$ cat src/rtl/branch_redirect_unit.sv
// Decode-stage branch redirect unit: turns an evaluated control transfer into a
// registered fetch redirect, holds it until fetch accepts, and keeps saturating perf counters.
module branch_redirect_unit #(
  parameter int N          = 32,
  parameter int CW         = 16,
  parameter int DELAY_SLOT = 1
) (
  input  logic          clk,
  input  logic          rst_n,
  input  logic          id_valid,
  input  logic          id_stall,
  input  logic          id_is_branch,
  input  logic          id_is_jump,
  input  logic          id_is_jr,
  input  logic          bcres,
  input  logic [N-1:0]  id_pc,
  input  logic [15:0]   id_imm16,
  input  logic [25:0]   id_jidx,
  input  logic [N-1:0]  id_rs_val,
  input  logic          flush_in,
  input  logic          if_ready,
  output logic          redirect_valid,
  output logic [N-1:0]  redirect_pc,
  output logic          squash_if,
  output logic          busy,
  output logic [CW-1:0] br_count,
  output logic [CW-1:0] taken_count
);

  typedef enum logic {IDLE, HOLD} state_t;

  localparam logic [CW-1:0] CNT_MAX = '1;

  state_t       state_reg, state_next;
  logic [N-1:0] redirect_pc_reg;
  logic [CW-1:0] br_count_reg, taken_count_reg;

  logic         eval, taken;
  logic [N-1:0] pc4, br_target, jmp_target, target;

  assign pc4        = id_pc + N'(4);
  assign br_target  = pc4 + {{(N-18){id_imm16[15]}}, id_imm16, 2'b00};
  assign jmp_target = {pc4[N-1:28], id_jidx, 2'b00};
  assign target     = id_is_jr ? id_rs_val : (id_is_jump ? jmp_target : br_target);

  assign eval  = id_valid & ~id_stall & ~busy & ~flush_in &
                 (id_is_branch | id_is_jump | id_is_jr);
  assign taken = id_is_jump | id_is_jr | (id_is_branch & bcres);

  always_comb begin
    state_next = state_reg;
    case (state_reg)
      IDLE:    if (eval && taken) state_next = HOLD;
      HOLD:    if (if_ready)      state_next = IDLE;
      default: state_next = IDLE;
    endcase
    // A flush always wins, even over an accepting fetch stage
    if (flush_in) state_next = IDLE;
  end

  always_ff @(posedge clk or negedge rst_n) begin
    if (!rst_n) begin
      state_reg       <= IDLE;
      redirect_pc_reg <= '0;
      br_count_reg    <= '0;
      taken_count_reg <= '0;
    end else begin
      state_reg <= state_next;
      if (eval && taken) redirect_pc_reg <= target;
      if (eval) begin
        if (br_count_reg != CNT_MAX) br_count_reg <= br_count_reg + 1'b1;
        if (taken && taken_count_reg != CNT_MAX) taken_count_reg <= taken_count_reg + 1'b1;
      end
    end
  end

  assign redirect_valid = (state_reg == HOLD);
  assign busy           = (state_reg == HOLD);
  assign squash_if      = (DELAY_SLOT == 0) && (state_reg == HOLD);
  assign redirect_pc    = redirect_pc_reg;
  assign br_count       = br_count_reg;
  assign taken_count    = taken_count_reg;

endmodule
$ cat config.mk
export PLATFORM = sky130hd
export DESIGN_NAME = branch_redirect_unit
export DESIGN_NICKNAME = d
export VERILOG_FILES = /design/src/rtl/branch_redirect_unit.sv
export SDC_FILE = /design/constraint.sdc
export NUM_CORES = 1
export LEC_CHECK = 0
export CORE_MARGIN = 10
export CORE_UTILIZATION = 34
export CTS_CLUSTER_DIAMETER = 60
export CTS_CLUSTER_SIZE = 30
export DETAILED_ROUTE_END_ITERATION = 8
export GPL_TIMING_DRIVEN = 0
export HOLD_SLACK_MARGIN = 0.08
export PLACE_DENSITY_LB_ADDON = 0.08
export SYNTH_ARGS = -nofsm -noshare
export SYNTH_HDL_FRONTEND = slang
export SYNTH_SLANG_ARGS = --single-unit
$ cat constraint.sdc
create_clock -name clk -period 6.64 [get_ports clk]
set_input_delay 1.66 -clock clk [delete_from_list [all_inputs] [get_ports clk]]
set_output_delay 1.66 -clock clk [all_outputs]
set_load 0.02 [all_outputs]
==> results.json, run 1 <==
{
  "grt_first_pass_wirelength_um": 28700,
  "multi_input_comb_area_um2": 3460,
  "cp_data_arrival_time_ns": 5.74,
  "setup_repair_after_global_routing_missed_its_margin": "no",
  "clkSinkCount": 65,
  "synth_seq_area_share_pct": 31.0,
  "start_kind": "primary input",
  "residual_drc": 0,
  "setup.worst_path.end_class": "flop",
  "finish.net_count": 970,
  "total_number_of_vias": 5224,
  "share_of_layout_cells_above_drive_strength_1_pct": 4.14,
  "post-route-min-period_ns": 5.49,
  "worst_ep_required_time_ns": 6.90,
  "ctsLongestPathBuffers": 2,
  "synth_warnings": 0,
  "synthesis.instances": 626,
  "max_cap_violations": 0,
  "yosysTopAreaCell": "sky130_fd_sc_hd__dfrtp_1",
  "reg2reg_from": "busy",
  "antenna_violating_nets_post_route": 0,
  "clock_skew_ns": 0.00985,
  "slew_headroom_pct": 43.2,
  "hold_path_startpoint": "redirect_pc[6]",
  "most_frequent_cells_after_synthesis": "sky130_fd_sc_hd__nand2_1, sky130_fd_sc_hd__dfrtp_1, sky130_fd_sc_hd__nor2_1, sky130_fd_sc_hd__xnor2_1, sky130_fd_sc_hd__o21ai_0",
  "dominantRegCellSynth": "sky130_fd_sc_hd__dfrtp_1",
  "post_cts_buffers": 0,
  "numCtsBuffers": 9,
  "setup.worst_path.class": "in2reg",
  "final_area_um2": 7570,
  "synth-async-reset-ratio_pct": 100,
  "clk-insertion-delay-late_ns": 0.33,
  "top_level_ports": 183,
  "ff_latch_area_um2": 1630,
  "syn_avg_cell_area_um2": 8.37,
  "most_instantiated_library_cell_after_synthesis": "sky130_fd_sc_hd__nand2_1",
  "worst-slew-pin-transition_ns": 0.852,
  "fillerInstances": 1454,
  "antenna_cells_inserted": 0,
  "cts.repair.resized": 0,
  "gr-usage-all-layers_pct": 17.3,
  "crit_path_start": "id_pc[4]",
  "die_w_um": 144,
  "synth.ff_latch_count": 65,
  "pin_count_of_the_biggest_net_entering_global_routing": 66,
  "vias_in_the_first_global_route": 5366,
  "wl_um": 18100,
  "report.final.setup_viol": 0,
  "count_of_final_hold_check_violations": 0,
  "floorplan.initialDensity_pct": 34.6,
  "grt_antenna_before_repair": 0,
  "timing.reg2reg.setup_slack_ns": 3.75,
  "p_leak_nw": 3.21,
  "drt_pass1_iterations": 4,
  "largest_register_ffs": 32,
  "place_worst_setup_slack_ns": 0.802,
  "post_synth_instance_area_um2": 5240,
  "status": "completed",
  "tritoncts_clock_tree": "yes",
  "post-route-util_pct": 50.0,
  "chipHeight_um": 144,
  "worst_setup_hold_path_clk_slew_ns": 0.06,
  "totalNegativeSetupSlack_ns": 0,
  "yosys-top-cells-area": "sky130_fd_sc_hd__dfrtp_1, sky130_fd_sc_hd__ha_1, sky130_fd_sc_hd__xnor2_1, sky130_fd_sc_hd__nand2_1, sky130_fd_sc_hd__xor2_1",
  "dpl.hpwl_um": 15100,
  "viasPerCell": 5.18,
  "postLayoutSetupSlackWorst_ns": 1.15,
  "synth_cell_types": 58,
  "placedInstanceArea_um2": 7260,
  "gp_congestion": 0.878,
  "maxSlewViolCount": 0,
  "drtIter0Drc": 215,
  "ctsHtreeMaxLevel": 3,
  "remaining_global_route_overflow": 0,
  "number_of_synthesized_flops_with_an_enable_pin": 0,
  "critical_path_peak_fanout": 5,
  "final_min_period_over_clock_period_pct": 82.6,
  "fmax_mhz": 182,
  "design.die.area_um2": 20800,
  "synth_top_area_share_pct": 31.0,
  "power_mw": 1.66,
  "numPortBuffers": 179,
  "placement_rows": 45,
  "postCtsHoldBufs": 0,
  "mappedNetlistNets": 780,
  "areaGrowthSynthToFinish_pct": 44.6,
  "vdd_ir_drop_max_v": 0.000135,
  "cts_root_buf": "sky130_fd_sc_hd__clkbuf_16",
  "p_per_area_nw_per_um2": 219,
  "timing.hold.worst.class": "reg2reg",
  "wl_per_cell_um": 18.0,
  "area_of_the_core_um2": 15100
}
==> critical path, cell delays in order <==
cell	delay, ns
sky130_fd_sc_hd__clkdlybuf4s50_1	0.55
sky130_fd_sc_hd__nand3_1	0.16
sky130_fd_sc_hd__nor2_1	0.24
sky130_fd_sc_hd__and2_1	0.25
sky130_fd_sc_hd__nand2_1	0.14
sky130_fd_sc_hd__nor2_1	0.13
sky130_fd_sc_hd__xor2_1	0.24
sky130_fd_sc_hd__ha_1	0.32
sky130_fd_sc_hd__a21oi_1	0.23
sky130_fd_sc_hd__o21ai_0	0.18
sky130_fd_sc_hd__a211oi_1	0.35
sky130_fd_sc_hd__inv_1	0.07
sky130_fd_sc_hd__a311o_1	0.31
sky130_fd_sc_hd__nor4bb_1	0.17
sky130_fd_sc_hd__or3_1	0.34
sky130_fd_sc_hd__o31a_1	0.26
sky130_fd_sc_hd__o21ai_2	0.11
==> power breakdown <==
part	switching [mW]	internal [mW]	leakage [nW]	total [mW]
Combinational	0.329	0.311	2.22	0.640
Clock	0.174	0.327	0.152	0.500
Sequential	0.0542	0.465	0.831	0.519
==> logic make-up after synthesis <==
kind of cell | count (synthesis) | share of synthesized area, %
xor+xnor | 80 | 13.4
mux | 11 | 2.15
compound gates | 165 | 20.6
flops | 65 | 31.0
fa+ha+maj | 38 | 9.22
simple gates | 229 | 20.8
other cells | 1 | 0.0716
buf+inv | 37 | 2.82
==> through the flow <==
stage	hold slack (ns)	cells
6_report	0.479	1009
5_1_grt	0.506	1009
4_1_cts	0.481	1009
3_5_place_dp	0.471	993
3_3_place_gp	0.462	993
2_1_floorplan	0.589	626
==> final cells by class <==
class                   instances  area share (%)
multi-input cells             524            45.7
repair buffers                179            23.6
flip-flops and latches         65            21.5
well taps                     188            3.11
clock buffers                  10            3.02
plain buffers                  21            1.16
clock inverters                 6            1.09
inverters                      16           0.793
==> placed cells by master (no fill, tap or decap), types with 3 or more instances in the layout <==
cell type and instances:
sky130_fd_sc_hd__nor2b_1 4, sky130_fd_sc_hd__clkinv_2 3, sky130_fd_sc_hd__xnor2_1 49, sky130_fd_sc_hd__a221oi_1 10, sky130_fd_sc_hd__a211oi_1 5, sky130_fd_sc_hd__o21bai_1 4, sky130_fd_sc_hd__clkbuf_16 9, sky130_fd_sc_hd__o21ai_0 42
sky130_fd_sc_hd__o22ai_1 9, sky130_fd_sc_hd__dfrtp_1 65, sky130_fd_sc_hd__nand4_1 12, sky130_fd_sc_hd__and2_1 6, sky130_fd_sc_hd__o31ai_1 4, sky130_fd_sc_hd__nor2_1 56, sky130_fd_sc_hd__and4_1 4, sky130_fd_sc_hd__clkbuf_1 17
sky130_fd_sc_hd__a21o_1 11, sky130_fd_sc_hd__clkdlybuf4s50_1 178, sky130_fd_sc_hd__nand2b_1 3, sky130_fd_sc_hd__a31oi_1 8, sky130_fd_sc_hd__o21a_1 4, sky130_fd_sc_hd__a21oi_1 39, sky130_fd_sc_hd__mux2i_1 9, sky130_fd_sc_hd__nor3_1 7
sky130_fd_sc_hd__and3_1 21, sky130_fd_sc_hd__inv_1 16, sky130_fd_sc_hd__a221o_1 3, sky130_fd_sc_hd__nand3_1 26, sky130_fd_sc_hd__buf_4 3, sky130_fd_sc_hd__ha_1 37, sky130_fd_sc_hd__nand2_1 77, sky130_fd_sc_hd__o211ai_1 6
sky130_fd_sc_hd__or3_1 6, sky130_fd_sc_hd__xor2_1 31
==> layer usage <==
metal / vias up / GRT usage [%] / part of all wire [%]
met5: - / 0 / 0
met4: 0 / 5.85 / 2.2
met3: 21 / 2.98 / 5.8
met2: 145 / 28.9 / 47
met1: 2418 / 22.1 / 45
li1: 2640 / - / -
==> path summary, 6_finish.rpt <==
check                             endpoint  depth (start not counted)
max                        redirect_pc[30]                         17
min                         redirect_pc[6]                          2
max reg2reg                   br_count[13]                          8
min reg2reg                 redirect_pc[6]                          2
max in group asynchronous  redirect_pc[26]                          1
min in group asynchronous      br_count[2]                          1
Power figures use the tool's default switching activity.
==> run 2, diff against run 1 <==
clock period = 4.9 ns   (was 6.64 ns; I/O delays follow)
==> run 2 against run 1 <==
Effect of this change: register-to-register slack got worse by 1.7 ns; largest power group unchanged; non-clock buffer count rose by 9; clock power rose by 36%; critical endpoint is now redirect_pc[31]; global-route usage barely moved; hold slack barely moved; sequential share of layout area fell by 0.48 points; final area rose by 2.3%; flip-flop and latch count did not move; combinational power rose by 38%; power rose by 37%; highest routed layer unchanged; count of clock-buffer cells in the layout did not move.
==> results.json, run 2 (synthesis results as in run 1) <==
{
  "status": "completed",
  "setup.worst_path.end_class": "flop",
  "tritoncts_clock_tree": "yes",
  "cp_data_arrival_time_ns": 4.96,
  "place_worst_setup_slack_ns": -0.503,
  "p_leak_nw": 3.32,
  "timing.hold.worst.class": "reg2reg",
  "largest_register_ffs": 32,
  "grt_antenna_before_repair": 0,
  "mostFrequentLayoutCells": "sky130_fd_sc_hd__clkdlybuf4s50_1, sky130_fd_sc_hd__nand2_1, sky130_fd_sc_hd__dfrtp_1",
  "p_sw_mw": 0.764,
  "post-route-min-period_ns": 4.69,
  "share_of_layout_cells_above_drive_strength_1_pct": 7.59,
  "worst-slew-pin-transition_ns": 0.850,
  "grt_first_pass_wirelength_um": 28800,
  "wl_um": 18300,
  "remaining_global_route_overflow": 0,
  "multi_input_comb_area_um2": 3550,
  "combPwrFrac_pct": 39.0,
  "clk-insertion-delay-late_ns": 0.33,
  "clockPowerShare_pct": 29.9,
  "layout_commonest_cell": "sky130_fd_sc_hd__clkdlybuf4s50_1",
  "gp_congestion": 0.878,
  "min_to": "redirect_pc[6]",
  "start_kind": "primary input",
  "total_number_of_vias": 5257,
  "pin_count_of_the_biggest_net_entering_global_routing": 66,
  "design.die.area_um2": 20800,
  "fmax_mhz": 213,
  "post-route-util_pct": 51.1,
  "floorplan.initialDensity_pct": 34.6,
  "p_int_mw": 1.51,
  "placement_rows": 45,
  "clkSinkCount": 65,
  "setup.worst_path.class": "in2reg",
  "vdd_ir_drop_max_v": 0.000182,
  "antenna_cells_inserted": 0,
  "cts_root_buf": "sky130_fd_sc_hd__clkbuf_16",
  "die_w_um": 144,
  "critical_path_peak_fanout": 4,
  "totalNegativeSetupSlack_ns": 0,
  "worst_setup_hold_path_clk_slew_ns": 0.05,
  "areaGrowthSynthToFinish_pct": 47.9,
  "area_of_the_core_um2": 15100,
  "max_cap_violations": 0,
  "numCtsBuffers": 9,
  "finish.net_count": 979,
  "placedInstanceArea_um2": 7260,
  "sw_frac_of_total_pct": 33.7,
  "worst-r2r-cell-count": 8,
  "ctsLongestPathBuffers": 2,
  "p_per_area_nw_per_um2": 293,
  "worst_ep_required_time_ns": 5.16,
  "count_of_final_hold_check_violations": 0,
  "gr-usage-all-layers_pct": 17.3,
  "report.final.setup_viol": 0,
  "wl_per_cell_um": 18.0,
  "hold_path_startpoint": "redirect_pc[6]",
  "seq_power_share_pct": 31.0,
  "viasPerCell": 5.16,
  "top_level_ports": 183,
  "dpl.hpwl_um": 15100,
  "min_delay_path_depth": 2,
  "fillerInstances": 1433,
  "postLayoutSetupSlackWorst_ns": 0.206,
  "ff_latch_area_um2": 1630,
  "drt_pass1_iterations": 4,
  "slew_headroom_pct": 43.3,
  "timing.reg2reg.setup_slack_ns": 2.01,
  "ctsHtreeMaxLevel": 3,
  "numPortBuffers": 179,
  "vias_in_the_first_global_route": 5380,
  "final_area_um2": 7750,
  "residual_drc": 0,
  "antenna_violating_nets_post_route": 0,
  "chipHeight_um": 144,
  "maxSlewViolCount": 0,
  "drtIter0Drc": 221,
  "reg2reg_from": "busy",
  "clock_skew_ns": 0.00880,
  "power_mw": 2.27,
  "final_min_period_over_clock_period_pct": 95.8,
  "regToRegEndpoint": "br_count[13]"
}
==> run 2: power by group through the flow <==
stage,registers (mW),clock network (mW),logic [mW]
2_1_floorplan,0.818,0,0.341
3_3_place_gp,0.710,0,0.865
4_1_cts,0.705,0.692,0.878
6_report,0.704,0.679,0.886
3_5_place_dp,0.716,0,0.873
5_1_grt,0.722,0.715,0.968
==> run 2: through the flow <==
| stage | std cells | hold slack [ns] |
|---|---|---|
| 3_5_place_dp | 993 | 0.471 |
| 4_1_cts | 1009 | 0.481 |
| 6_report | 1018 | 0.479 |
| 5_1_grt | 1018 | 0.506 |
| 2_1_floorplan | 626 | 0.589 |
| 3_3_place_gp | 993 | 0.462 |
==> run 2: layout make-up <==
class	count	area share [%]
buffer	20	1.08
clock buffer	10	2.96
clock inverter	6	1.07
inverter	16	0.775
multi-input combinational	524	45.8
sequential	65	21.0
tap	188	3.04
timing repair buffer	189	24.3
==> run 2: how the worst max path moves through the flow <==
| stage | startpoint | to |
|---|---|---|
| 5_1_grt | id_pc[8] | redirect_pc[23] |
| 6_report | id_pc[8] | redirect_pc[31] |
| 2_1_floorplan | id_pc[2] | redirect_pc[30] |
| 3_3_place_gp | id_pc[4] | redirect_pc[30] |
| 4_1_cts | id_pc[2] | redirect_pc[31] |
| 3_5_place_dp | id_pc[4] | redirect_pc[30] |
==> run 2: per-layer routing <==
| metal | vias to the layer above | track usage, % | part of all wire (%) |
|---|---|---|---|
| met5 | - | 0 | 0 |
| met4 | 0 | 5.85 | 2.1 |
| met3 | 20 | 2.98 | 5.7 |
| met2 | 145 | 29.0 | 48 |
| met1 | 2436 | 22.1 | 44 |
| li1 | 2656 | - | - |
==> run 2: critical path, cell delays in order <==
cell and delay (ns):
sky130_fd_sc_hd__clkdlybuf4s50_1 0.52, sky130_fd_sc_hd__nand4_1 0.19, sky130_fd_sc_hd__buf_4 0.19, sky130_fd_sc_hd__nor2_2 0.13
sky130_fd_sc_hd__nand4_1 0.13, sky130_fd_sc_hd__xnor2_1 0.19, sky130_fd_sc_hd__ha_2 0.32, sky130_fd_sc_hd__and4_2 0.25
sky130_fd_sc_hd__nand2_1 0.07, sky130_fd_sc_hd__o211ai_1 0.15, sky130_fd_sc_hd__a211oi_2 0.29, sky130_fd_sc_hd__o31ai_4 0.13
sky130_fd_sc_hd__a221oi_2 0.34, sky130_fd_sc_hd__o21ai_1 0.15, sky130_fd_sc_hd__mux2i_1 0.23, sky130_fd_sc_hd__mux2_2 0.38
sky130_fd_sc_hd__nand3_1 0.08
==> run 2: repair_timing <==
| action | CTS | global route |
|---|---|---|
| pin swaps | 1 | 11 |
| setup buffers | 0 | 10 |
| hold buffers | 0 | 0 |
| gates cloned | 0 | 0 |
| setup endpoints to repair | 3 | 5 |
| gates resized for setup | 5 | 25 |
==> run 3, diff against run 2 <==
CORE_UTILIZATION = 42   (was 34)
==> run 3 against run 2 <==
Effect of this change: first-iteration DRC count rose by 18%; hold slack improved by 0.0031 ns; non-clock buffer count fell by 6; highest routed layer unchanged; core utilization rose by 12 points.
==> results.json, run 3 (synthesis results as in run 1) <==
{
  "gp_congestion": 0.889,
  "timing.hold.worst.class": "reg2reg",
  "share_of_layout_cells_above_drive_strength_1_pct": 6.07,
  "numCtsBuffers": 9,
  "count_of_final_hold_check_violations": 0,
  "mostFrequentLayoutCells": "sky130_fd_sc_hd__clkdlybuf4s50_1, sky130_fd_sc_hd__nand2_1, sky130_fd_sc_hd__dfrtp_1",
  "ctsHtreeMaxLevel": 3,
  "viasPerCell": 5.42,
  "place_worst_setup_slack_ns": -0.574,
  "top_level_ports": 183,
  "cp_data_arrival_time_ns": 4.97,
  "status": "completed",
  "postLayoutSetupSlackWorst_ns": 0.189,
  "p_leak_nw": 3.26,
  "clkSinkCount": 65,
  "die_w_um": 132,
  "numPortBuffers": 179,
  "postCtsHoldBufs": 0,
  "design.die.area_um2": 17300,
  "gr-usage-all-layers_pct": 20.1,
  "final_min_period_over_clock_period_pct": 96.1,
  "path_buf_inv": 2,
  "total_number_of_vias": 5386,
  "slew_headroom_pct": 42.2,
  "grt_first_pass_wirelength_um": 28800,
  "setup.worst_path.end_class": "flop",
  "report.final.setup_viol": 0,
  "worst_ep_required_time_ns": 5.16,
  "chain_of_cells_forming_the_critical_path": "clkdlybuf4s50_1 > nand4_1 > nor2_2 > and2_4 > nand2_1 > nor2_1 > nand2_1 > xnor2_1 > ha_1 > a21o_1 > a211oi_2 > inv_1 > a311o_1 > nor4bb_1 > or3_1 > o31a_1 > o21ai_2",
  "totalNegativeSetupSlack_ns": 0,
  "fillerInstances": 1111,
  "cts_root_buf": "sky130_fd_sc_hd__clkbuf_16",
  "max_cap_violations": 0,
  "drt_pass1_iterations": 4,
  "ctsLongestPathBuffers": 2,
  "start_kind": "primary input",
  "timing.critical_path.slowest_cell_delay_ns": 0.51,
  "p_per_area_nw_per_um2": 291,
  "maxSlewViolCount": 0,
  "chipHeight_um": 132,
  "floorplan.initialDensity_pct": 43.3,
  "setup.worst_path.class": "in2reg",
  "vias_in_the_first_global_route": 5612,
  "placement_rows": 40,
  "finish.net_count": 973,
  "tritoncts_clock_tree": "yes",
  "worst-slew-pin-transition_ns": 0.865,
  "remaining_global_route_overflow": 0,
  "antenna_violating_nets_post_route": 0,
  "clock_skew_ns": 0.00451,
  "critical_path.top_delay_family": "simple AND/OR/NAND/NOR gates",
  "largest_register_ffs": 32,
  "dpl.hpwl_um": 15000,
  "pin_count_of_the_biggest_net_entering_global_routing": 66,
  "wl_per_cell_um": 18.3,
  "worst_setup_hold_path_clk_slew_ns": 0.05,
  "drtIter0Drc": 260,
  "fmax_mhz": 212,
  "crit_slowest_cell": "sky130_fd_sc_hd__clkdlybuf4s50_1",
  "areaGrowthSynthToFinish_pct": 45.7,
  "layout_commonest_cell": "sky130_fd_sc_hd__clkdlybuf4s50_1",
  "clk-insertion-delay-late_ns": 0.33,
  "critical_path_peak_fanout": 7,
  "grt_antenna_before_repair": 1,
  "crit_top_cell": "sky130_fd_sc_hd__nand2_1",
  "residual_drc": 0,
  "wl_um": 18200,
  "vdd_ir_drop_max_v": 0.000208,
  "post-route-min-period_ns": 4.71,
  "area_of_the_core_um2": 12100
}
[run 3: power breakdown]
group / internal (mW) / switching (mW) / total, mW
combinational: 0.426 / 0.456 / 0.882
sequential: 0.630 / 0.0753 / 0.705
clock: 0.394 / 0.241 / 0.636
[run 3: final timing paths]
path | endpoint | slack [ns] | cells after the start | from
min in group asynchronous | br_count[2] | 0.98 | 1 | rst_n
worst min-delay path | br_count[10] | 0.48 | 1 | br_count[10]
max in group asynchronous | taken_count[9] | 3.36 | 1 | rst_n
worst max register to register | br_count[13] | 1.96 | 8 | busy
worst min register to register | br_count[10] | 0.48 | 1 | br_count[10]
worst max-delay path | redirect_pc[30] | 0.19 | 17 | id_pc[8]
[run 3: final cells by class]
type / count / area (µm²) / area share [%]
Inverter: 16 / 60.1 / 0.787
Clock inverter: 6 / 68.8 / 0.902
Sequential cell: 65 / 1630 / 21.3
Clock buffer: 10 / 229 / 3.00
Timing Repair Buffer: 182 / 1830 / 23.9
Tap cell: 168 / 210 / 2.75
Antenna cell: 1 / 2.50 / 0.0328
Multi-Input combinational cell: 524 / 3520 / 46.1
Buffer: 21 / 87.6 / 1.15
[run 3: per-layer routing]
metal  global-route usage [%]  up-vias  wire [µm]
met3                     3.24       15        886
met1                     23.5     2537       7730
met2                     36.8      184       9290
met5                        0        -          0
li1                         -     2650          -
met4                     5.44        0        291
[run 3: repair_timing]
action	4_1_cts	5_1_grt
pin swaps	2	8
endpoints found under the setup margin	4	5
buffers inserted	1	2
cloned	0	0
endpoints found under the hold margin	0	0
gates resized for setup	5	17
[run 3: per-stage QoR]
| step | power (mW) | util (%) | cells | cell area (µm²) | hold WS, ns |
|---|---|---|---|---|---|
| after global routing | 2.34 | 63.0 | 993 | 7630 | 0.499 |
| after CTS | 2.23 | 62.4 | 990 | 7560 | 0.487 |
| final | 2.22 | 63.0 | 993 | 7630 | 0.482 |
| after detailed placement | 1.59 | 59.8 | 973 | 7240 | 0.473 |
| after global placement | 1.57 | 59.8 | 973 | 7240 | 0.464 |
| after floorplan | 1.16 | - | 626 | 5240 | 0.589 |
